File: config.mk
export PLATFORM = sky130hd
export DESIGN_NAME = dut_seq_if
export DESIGN_NICKNAME = d
export VERILOG_FILES = /design/src/rtl/dut_seq_if.sv
export SDC_FILE = /design/constraint.sdc
export NUM_CORES = 1
export LEC_CHECK = 0
export BUFFER_PORTS_ARGS = -buffer_cell sky130_fd_sc_hd__buf_2
export CAP_MARGIN = 0
export CORE_ASPECT_RATIO = 1.25
export CORE_MARGIN = 2
export CORE_UTILIZATION = 40
export CTS_CLUSTER_SIZE = 14
export DETAILED_ROUTE_END_ITERATION = 10
export HOLD_SLACK_MARGIN = 0.03
export PLACE_DENSITY = 0.66
export SYNTH_ARGS = -nofsm -noshare
export SYNTH_HDL_FRONTEND = slang
export SYNTH_SLANG_ARGS = --single-unit
File: constraint.sdc
create_clock -name clock -period 2.2 [get_ports clock]
set_input_delay 0.11 -clock clock [delete_from_list [all_inputs] [get_ports clock]]
set_output_delay 0.11 -clock clock [all_outputs]
set_load 0.05 [all_outputs]
File: src/rtl/dut_seq_if.sv
// ============================================================================
// Module   : dut_seq_if
// Brief    : Pops encoded requests from a show-ahead stimulus FIFO, drives
//            mosi / target_sel, waits settle or idle intervals, samples miso
//            and pushes results under back-pressure.
//            Optional macro DUT_SEQ_IF_MISO_SYNC_EN adds a 2-flop miso synchroniser.
// Revision : 1.0
// ============================================================================
`default_nettype none

module dut_seq_if #(
   parameter int STF_WIDTH  = 24,
   parameter int RTF_WIDTH  = 24,
   parameter int REQ_WIDTH  = 3,
   parameter int CMD_WIDTH  = 5,
   parameter int WAIT_WIDTH = 16,
   parameter int DSEL_WIDTH = 5
) (
   input  logic                                     clock,
   input  logic                                     reset_n,
   input  logic                                     enable,
   output logic                                     done,
   output logic                                     error,
   input  logic [REQ_WIDTH+CMD_WIDTH+STF_WIDTH-1:0] sfifo_data,
   output logic                                     sfifo_rdreq,
   input  logic                                     sfifo_rdempty,
   output logic [RTF_WIDTH-1:0]                     rfifo_data,
   output logic                                     rfifo_wrreq,
   input  logic                                     rfifo_wrfull,
   output logic [DSEL_WIDTH-1:0]                    target_sel,
   output logic [STF_WIDTH-1:0]                     mosi,
   input  logic [RTF_WIDTH-1:0]                     miso
);

   localparam logic [REQ_WIDTH-1:0] c_OP_NOP      = REQ_WIDTH'(0);
   localparam logic [REQ_WIDTH-1:0] c_OP_DRIVE    = REQ_WIDTH'(1);
   localparam logic [REQ_WIDTH-1:0] c_OP_DRIVE_NS = REQ_WIDTH'(2);
   localparam logic [REQ_WIDTH-1:0] c_OP_WAIT     = REQ_WIDTH'(3);
   localparam logic [REQ_WIDTH-1:0] c_OP_SEL      = REQ_WIDTH'(4);
   localparam logic [REQ_WIDTH-1:0] c_OP_END      = REQ_WIDTH'(5);

   typedef enum logic [2:0] {
      S_IDLE   = 3'd0,
      S_FETCH  = 3'd1,
      S_SETTLE = 3'd2,
      S_PUSH   = 3'd3,
      S_WAIT   = 3'd4,
      S_DONE   = 3'd5
   } state_t;

   state_t                  r_state;
   logic [WAIT_WIDTH-1:0]   r_count;
   logic                    r_done;
   logic                    r_error;
   logic [STF_WIDTH-1:0]    r_mosi;
   logic [DSEL_WIDTH-1:0]   r_sel;
   logic [RTF_WIDTH-1:0]    r_result;

   logic [REQ_WIDTH-1:0]    w_req;
   logic [CMD_WIDTH-1:0]    w_cmd;
   logic [STF_WIDTH-1:0]    w_payload;
   logic [RTF_WIDTH-1:0]    w_miso;

   assign {w_req, w_cmd, w_payload} = sfifo_data;

`ifdef DUT_SEQ_IF_MISO_SYNC_EN
   logic [RTF_WIDTH-1:0] r_miso_s1;
   logic [RTF_WIDTH-1:0] r_miso_s2;

   always_ff @(posedge clock or negedge reset_n) begin
      if (!reset_n) begin
         r_miso_s1 <= '0;
         r_miso_s2 <= '0;
      end else begin
         r_miso_s1 <= miso;
         r_miso_s2 <= r_miso_s1;
      end
   end

   assign w_miso = r_miso_s2;
`else
   assign w_miso = miso;
`endif

   // Pop and push are both gated by state, so they can never coincide.
   assign sfifo_rdreq = (r_state == S_FETCH) && !sfifo_rdempty;
   assign rfifo_wrreq = (r_state == S_PUSH)  && !rfifo_wrfull;

   always_ff @(posedge clock or negedge reset_n) begin
      if (!reset_n) begin
         r_state  <= S_IDLE;
         r_count  <= '0;
         r_done   <= 1'b0;
         r_error  <= 1'b0;
         r_mosi   <= '0;
         r_sel    <= '0;
         r_result <= '0;
      end else begin
         case (r_state)
            S_IDLE: begin
               if (enable) begin
                  r_error <= 1'b0;
                  r_state <= S_FETCH;
               end
            end
            S_FETCH: begin
               if (!sfifo_rdempty) begin
                  case (w_req)
                     c_OP_NOP: ;
                     c_OP_DRIVE: begin
                        r_mosi  <= w_payload;
                        r_count <= WAIT_WIDTH'(w_cmd);
                        r_state <= S_SETTLE;
                     end
                     c_OP_DRIVE_NS: r_mosi <= w_payload;
                     c_OP_WAIT: begin
                        r_count <= w_payload[WAIT_WIDTH-1:0];
                        r_state <= S_WAIT;
                     end
                     c_OP_SEL: r_sel <= w_payload[DSEL_WIDTH-1:0];
                     c_OP_END: begin
                        r_done  <= 1'b1;
                        r_state <= S_DONE;
                     end
                     default: r_error <= 1'b1;
                  endcase
               end
            end
            S_SETTLE: begin
               if (r_count == '0) begin
                  r_result <= w_miso;
                  r_state  <= S_PUSH;
               end else begin
                  r_count <= r_count - WAIT_WIDTH'(1);
               end
            end
            S_PUSH: begin
               if (!rfifo_wrfull) begin
                  r_state <= S_FETCH;
               end
            end
            S_WAIT: begin
               if (r_count == '0) begin
                  r_state <= S_FETCH;
               end else begin
                  r_count <= r_count - WAIT_WIDTH'(1);
               end
            end
            S_DONE: begin
               if (!enable) begin
                  r_done  <= 1'b0;
                  r_state <= S_IDLE;
               end
            end
            default: r_state <= S_IDLE;
         endcase
      end
   end

   assign done       = r_done;
   assign error      = r_error;
   assign mosi       = r_mosi;
   assign target_sel = r_sel;
   assign rfifo_data = r_result;

endmodule

`default_nettype wire

==> out/qor.yml, run 1 <==
critPathArrivalTime_ns: 2.50
wirelength_um: 9590
first_global_vias: 3243
via_count: 3188
status: "finished, violations left"
period_needed_ns: 2.24
yosysSeqAreaShare_pct: 53.4
slowest_stage: "or4b_4"
holdPathStages: 3
grt_use_met2_pct: 37.4
drt-initial-drc-count: 138
finalClockSkew_ns: 0.00989
path_cells: "inv_2 -> ha_4 -> or4b_4 -> or4_4 -> a21oi_4 -> buf_6 -> a21oi_1 -> o22ai_1"
placed_cells: 534
grt_pass1_wl_um: 15300
synth_cell_types: 51
synth-xor-area-share_pct: 0.505
slew_headroom_pct: 37.3
ys_warn_count: 0
core-area_um2: 8560
crit_fanout: 14
crit_family: "simple AND/OR/NAND/NOR gates"
io_pins: 118
cts_buffers: 9
path_buf_inv: 2
r2r_start: "r_count[1]"
ys_dominant_reg_cell: "dfrtp_1"
crit_path_start_kind: "flop"
holdPathEnd: "done"
grt_most_used_layer: "met2"
grt_util_met3_pct: 5.11
crit_required_ns: 2.46
peakVddDrop_mv: 0.745
netlist_area_um2: 3470
die_w_um: 87.3
vias_per_cell: 5.28
cts_tree: "yes"
ant_nets: 0
grtUsageTotal_pct: 21.1
post-route-period-util_pct: 102
end_kind: "flop"
cts.clk_slew.worst_paths_ns: 0.08
grt-ovfl-total: 0
clock_latency_ns: 0.35
dr.pass1.iters: 4
netlist_instances: 299
worst_pin_slew_ns: 0.940
reg2regPathDepth: 8
place_area_um2: 4380
finalWorstSetupSlack_ns: -0.0407
yosys-mux-area-fraction_pct: 18.1
critPathKind: "flop to flop"
grt_max_degree: 75
finalSetupTns_ns: -0.0934
final_area_um2: 5170
ys_seq_elements: 74
setup_viol: 4
place_congestion: 0.853
synth_compound_area_share_pct: 11.0
cts-root-buf: "clkbuf_8"
synthSimpleGateAreaFrac_pct: 13.2
max-cap-violations: 0
area_growth_pct: 49.2
clk_path_buf_depth: 2
fin_nets: 561
n_antenna_cell: 0
synth_top_family_by_area: "multiplexers"
power.density_nw_per_um2: 1480
synthAdderAreaFrac_pct: 0.650
r2r_slack_ns: -0.04
start_util_pct: 40.5
antenna_found_initial: 0
gr-usage-met1_pct: 24.2
critPathMaxStageDelay_ns: 0.47
leakagePower_nw: 2.44
cts_max_level: 3
post_drt_wl_per_cell_um: 15.9
synthArstFlopShare_pct: 100
fmax_mhz: 446
reg2reg_to: "r_count[12]"
min_path_type: "input port to flop"
num-fill-cells: 675
portBuffers: 117
violations: "negative setup slack"
die_y_um: 108
rows: 38
slew_viol_final: 0
timing.final.hold_violations: 0
finalNonFillerCells: 604
p_total_mw: 7.67
hpwl_um: 6140
cts.sinks: 74
synth_edf_count: 0
drive_above_1_share_pct: 48.4
drc: 0
syn-num-nets: 361
die_area_um2: 9430
hp-start: "enable"
rsz0062_at_grt: "yes"
syn_avg_cell_area_um2: 11.6
## worst max path at each step
stage	start	endpoint	slack, ns	depth (start not counted)
after detailed placement	r_count[1]	r_count[12]	-0.06	8
final	r_count[1]	r_count[12]	-0.04	8
after global routing	r_count[0]	r_count[0]	-0.08	8
after CTS	r_count[1]	r_count[12]	-0.009	8
after floorplan	r_count[0]	r_count[0]	-0.02	8
after global placement	r_count[1]	r_count[7]	-0.02	8
## cell usage in the layout, fill, tap and decap left out, types with 3 or more instances in the layout
cell	Yosys	layout
buf_2	5	116
dfrtp_1	74	74
mux2_2	53	53
dlygate4sd3_1	0	49
buf_4	1	37
nor2_1	18	18
nand2_1	16	16
o21ai_0	17	15
a21oi_1	11	11
clkbuf_8	0	10
a31oi_1	8	8
nor4_1	9	7
nor3_1	9	7
inv_1	7	6
nor2b_1	5	5
or4_4	1	4
nand2b_1	3	3
and2_1	3	3
nand3_1	4	3
mux2i_1	3	3
## registers in the layout, summed over array words and instances, names as in the netlist
name        cells
mosi           24
r_state         3
done            1
rfifo_data     24
target_sel      5
r_count        16
error           1
## cells by family after synthesis
kind of cell / count (synthesis)
buffers and inverters: 23
adder cells (fa/ha/maj): 2
AND/OR/NAND/NOR: 83
AO/OA/AOI/OAI: 59
flip-flops: 74
XOR/XNOR: 2
multiplexers: 56
## Yosys cell counts (2+ instances only)
master    number  area (um2)
a211oi_1       2        15.0
a31o_2         2        17.5
o22a_1         2        17.5
o21ai_0       17        85.1
nand3_1        4        20.0
or4_1          4        30.0
o31ai_1        2        15.0
clkbuf_1       8        30.0
nor3_1         9        45.0
nand2_1       16        60.1
nor4_1         9        56.3
buf_2          5        25.0
nand2b_1       3        18.8
inv_1          7        26.3
mux2_2        53         597
and3b_1        2        17.5
buf_6          2        22.5
nor2b_1        5        31.3
nor2_1        18        67.6
mux2i_1        3        30.0
or3_1          2        12.5
a21oi_1       11        55.1
and2_1         3        18.8
a22oi_1        2        15.0
o22ai_1        2        12.5
dfrtp_1       74        1850
a31oi_1        8        50.1
## metal layers
metal / vias up / wire length (um)
met5: - / 0
met4: 0 / 111
met3: 10 / 587
met2: 122 / 5090
met1: 1554 / 3800
li1: 1502 / -
## worst min-delay path, cell delays in order
cell and delay [ns]:
buf_2 0.10, inv_1 0.08, a31oi_1 0.10
## final cells by class
type	instances	area, um2	area share (%)
clock buffers	10	138	2.66
inverters	7	26.3	0.508
flip-flops and latches	74	1850	35.8
repair buffers	205	1390	26.9
clock inverters	6	65.1	1.26
well taps	100	125	2.42
multi-input cells	202	1580	30.5
## repair_timing
item,4_1_cts,5_1_grt
resized for setup,8,6
setup endpoints to repair,8,37
hold buffers,49,0
setup buffers,1,4
hold endpoints to repair,128,0
## power by group
part / leakage (nW) / internal, mW / total, mW / switching, mW
clock: 0.103 / 0.556 / 1.08 / 0.522
combinational: 1.44 / 1.52 / 4.32 / 2.80
sequential: 0.904 / 1.94 / 2.27 / 0.335
total: 2.44 / 4.01 / 7.67 / 3.66
## per-stage QoR
step | util (%) | setup WS (ns) | hold WS (ns)
3_5_place_dp | 51.2 | -0.0638 | 0.319
5_1_grt | 60.5 | -0.0767 | 0.0873
2_1_floorplan | - | -0.0211 | -0.186
4_1_cts | 59.9 | -0.00879 | 0.0636
3_3_place_gp | 51.2 | -0.0213 | 0.310
6_report | 60.5 | -0.0407 | 0.0818
Power figures use the tool's default switching activity.
==> inputs of run 2 (changes only) <==
CORE_UTILIZATION = 45   (was 40)
PLACE_DENSITY = 0.74   (was 0.66)
==> out/qor.yml, run 2 (synthesized netlist as in run 1, its figures left out) <==
cts.clk_slew.worst_paths_ns: 0.07  # about the same
die_w_um: 82.5  # -5.5%
holdPathStages: 2  # -1
rows: 35  # -7.9%
worst_pin_slew_ns: 0.898  # -0.0427 ns
place_congestion: 0.869  # +1.8%
vias_per_cell: 5.24  # -0.72%
reg2regPathDepth: 8  # unchanged
setup_viol: 7  # +3
fin_nets: 561  # unchanged
die_area_um2: 8430  # -11%
crit_fanout: 4  # -10
min_path_type: "input port to flop"
crit_family: "simple AND/OR/NAND/NOR gates"
critPathMaxStageDelay_ns: 0.48  # about the same
path_cells: "inv_2 -> ha_4 -> or4b_4 -> or4_4 -> a21oi_4 -> buf_6 -> nor3_2 -> a211o_1"
cts.sinks: 74  # unchanged
hp-start: "sfifo_data[13]"
final_cell_mix: "buf_2, dfrtp_1, mux2_2, dlygate4sd3_1, buf_4"
status: "finished, violations left"
cts-root-buf: "clkbuf_8"
final_util_pct: 70.2  # +9.8 points
via_count: 3123  # -2.0%
critPathArrivalTime_ns: 2.48  # -0.02 ns
post-route-period-util_pct: 102  # +0.24 points
rsz0062_at_grt: "yes"
crit_path_start_kind: "flop"
peakVddDrop_mv: 0.936  # +26%
final_common_cell: "buf_2"
max-cap-violations: 0  # unchanged
cts_tree: "yes"
finalWorstSetupSlack_ns: -0.0459  # -0.00525 ns
wirelength_um: 9350  # -2.5%
clock_latency_ns: 0.35  # about the same
first_global_vias: 3204  # -1.2%
r2r_slack_ns: -0.05  # about the same
period_needed_ns: 2.25  # +0.00525 ns
post_drt_wl_per_cell_um: 15.7  # -1.2%
portBuffers: 117  # unchanged
start_util_pct: 46.6  # +6.1 points
reg2reg_to: "r_count[0]"
die_y_um: 102  # -5.5%
leakagePower_nw: 2.47  # +1.2%
place_area_um2: 4370  # -0.23%
slowest_stage: "or4b_4"
drc: 0  # unchanged
crit_required_ns: 2.43  # -0.03 ns
dr.pass1.iters: 5  # +1
finalClockSkew_ns: 0.00749  # -0.00240 ns
core-area_um2: 7440  # -13%
r2r_start: "r_count[1]"
critPathKind: "flop to flop"
grt_pass1_wl_um: 14400  # -5.7%
end_kind: "flop"
drive_above_1_share_pct: 48.6  # +0.20 points
area_growth_pct: 50.8
num-fill-cells: 542  # -20%
holdPathEnd: "mosi[13]"
antenna_found_initial: 0  # unchanged
cts_buffers: 9  # unchanged
violations: "negative setup slack"
grtUsageTotal_pct: 22.4  # +1.3 points
grt-ovfl-total: 0  # unchanged
drt-initial-drc-count: 119  # -14%
slew_headroom_pct: 40.2  # +2.8 points
slew_viol_final: 0  # unchanged
cts_max_level: 3  # unchanged
path_buf_inv: 2  # unchanged
power.density_nw_per_um2: 1530  # +3.3%
hpwl_um: 5940  # -3.2%
timing.final.hold_violations: 0  # unchanged
n_antenna_cell: 0  # unchanged
final_area_um2: 5230  # +1.0%
clk_path_buf_depth: 2  # unchanged
io_pins: 118  # unchanged
ant_nets: 0  # unchanged
grt_max_degree: 75  # unchanged
fmax_mhz: 445  # -0.23%
==> run 2: what timing repair did <==
action                     4_1_cts  5_1_grt
hold endpoints to repair       124        0
pin swaps                        2        2
setup endpoints to repair       12       39
cloned                           0        0
buffers inserted                 5        1
hold buffers                    48        0
resized for setup               11        7
==> run 2: stage by stage <==
| step | setup TNS, ns | power, mW | instances | setup slack (ns) | hold WS [ns] |
|---|---|---|---|---|---|
| final | -0.145 | 8.01 | 596 | -0.0459 | 0.0444 |
| after global routing | -1.78 | 8.43 | 596 | -0.0951 | 0.0329 |
| after CTS | -0.0306 | 7.94 | 595 | -0.0306 | 0.0304 |
| after detailed placement | -0.237 | 6.29 | 526 | -0.0658 | 0.311 |
| after global placement | -0.0478 | 6.20 | 526 | -0.0197 | 0.295 |
| after floorplan | -0.0211 | 5.09 | 299 | -0.0211 | -0.186 |
==> run 2: routing by layer <==
layer | global-route usage [%] | share of wire (%) | wire length, um | up-vias
met1 | 25.0 | 40 | 3780 | 1511
met5 | 0 | 0 | 0 | -
met4 | 9.84 | 1.0 | 95 | 0
li1 | - | - | - | 1497
met3 | 4.15 | 5.9 | 555 | 8
met2 | 40.9 | 53 | 4920 | 107
==> run 2: area by class of cell <==
type | count | area, um2 | share of cell area [%]
Inverter | 7 | 26.3 | 0.503
Clock inverter | 6 | 138 | 2.63
Timing Repair Buffer | 205 | 1390 | 26.6
Clock buffer | 10 | 128 | 2.44
Multi-Input combinational cell | 202 | 1580 | 30.2
Tap cell | 92 | 115 | 2.20
Sequential cell | 74 | 1850 | 35.4
==> run 2: worst reg2reg max path: stages, from the launching register on <==
cell and delay (ns):
dfrtp_1 0.40, inv_2 0.09, ha_4 0.14, or4b_4 0.48, or4_4 0.47, a21oi_4 0.17, buf_6 0.13, nor3_2 0.03
a211o_1 0.23
==> run 2: report_power, final <==
group / switching, mW / leakage (nW) / internal, mW
sequential: 0.340 / 0.904 / 1.94
clock: 0.515 / 0.131 / 0.875
combinational: 2.80 / 1.44 / 1.54
==> run 2: worst max path at each step <==
| stage | cells past startpoint | start | to | slack (ns) |
|---|---|---|---|---|
| 2_1_floorplan | 8 | r_count[0] | r_count[0] | -0.02 |
| 3_3_place_gp | 7 | r_count[1] | r_count[3] | -0.02 |
| 3_5_place_dp | 7 | r_count[1] | r_count[3] | -0.07 |
| 4_1_cts | 8 | r_count[1] | r_count[0] | -0.03 |
| 5_1_grt | 8 | r_count[1] | r_count[0] | -0.1 |
| 6_report | 8 | r_count[1] | r_count[0] | -0.05 |
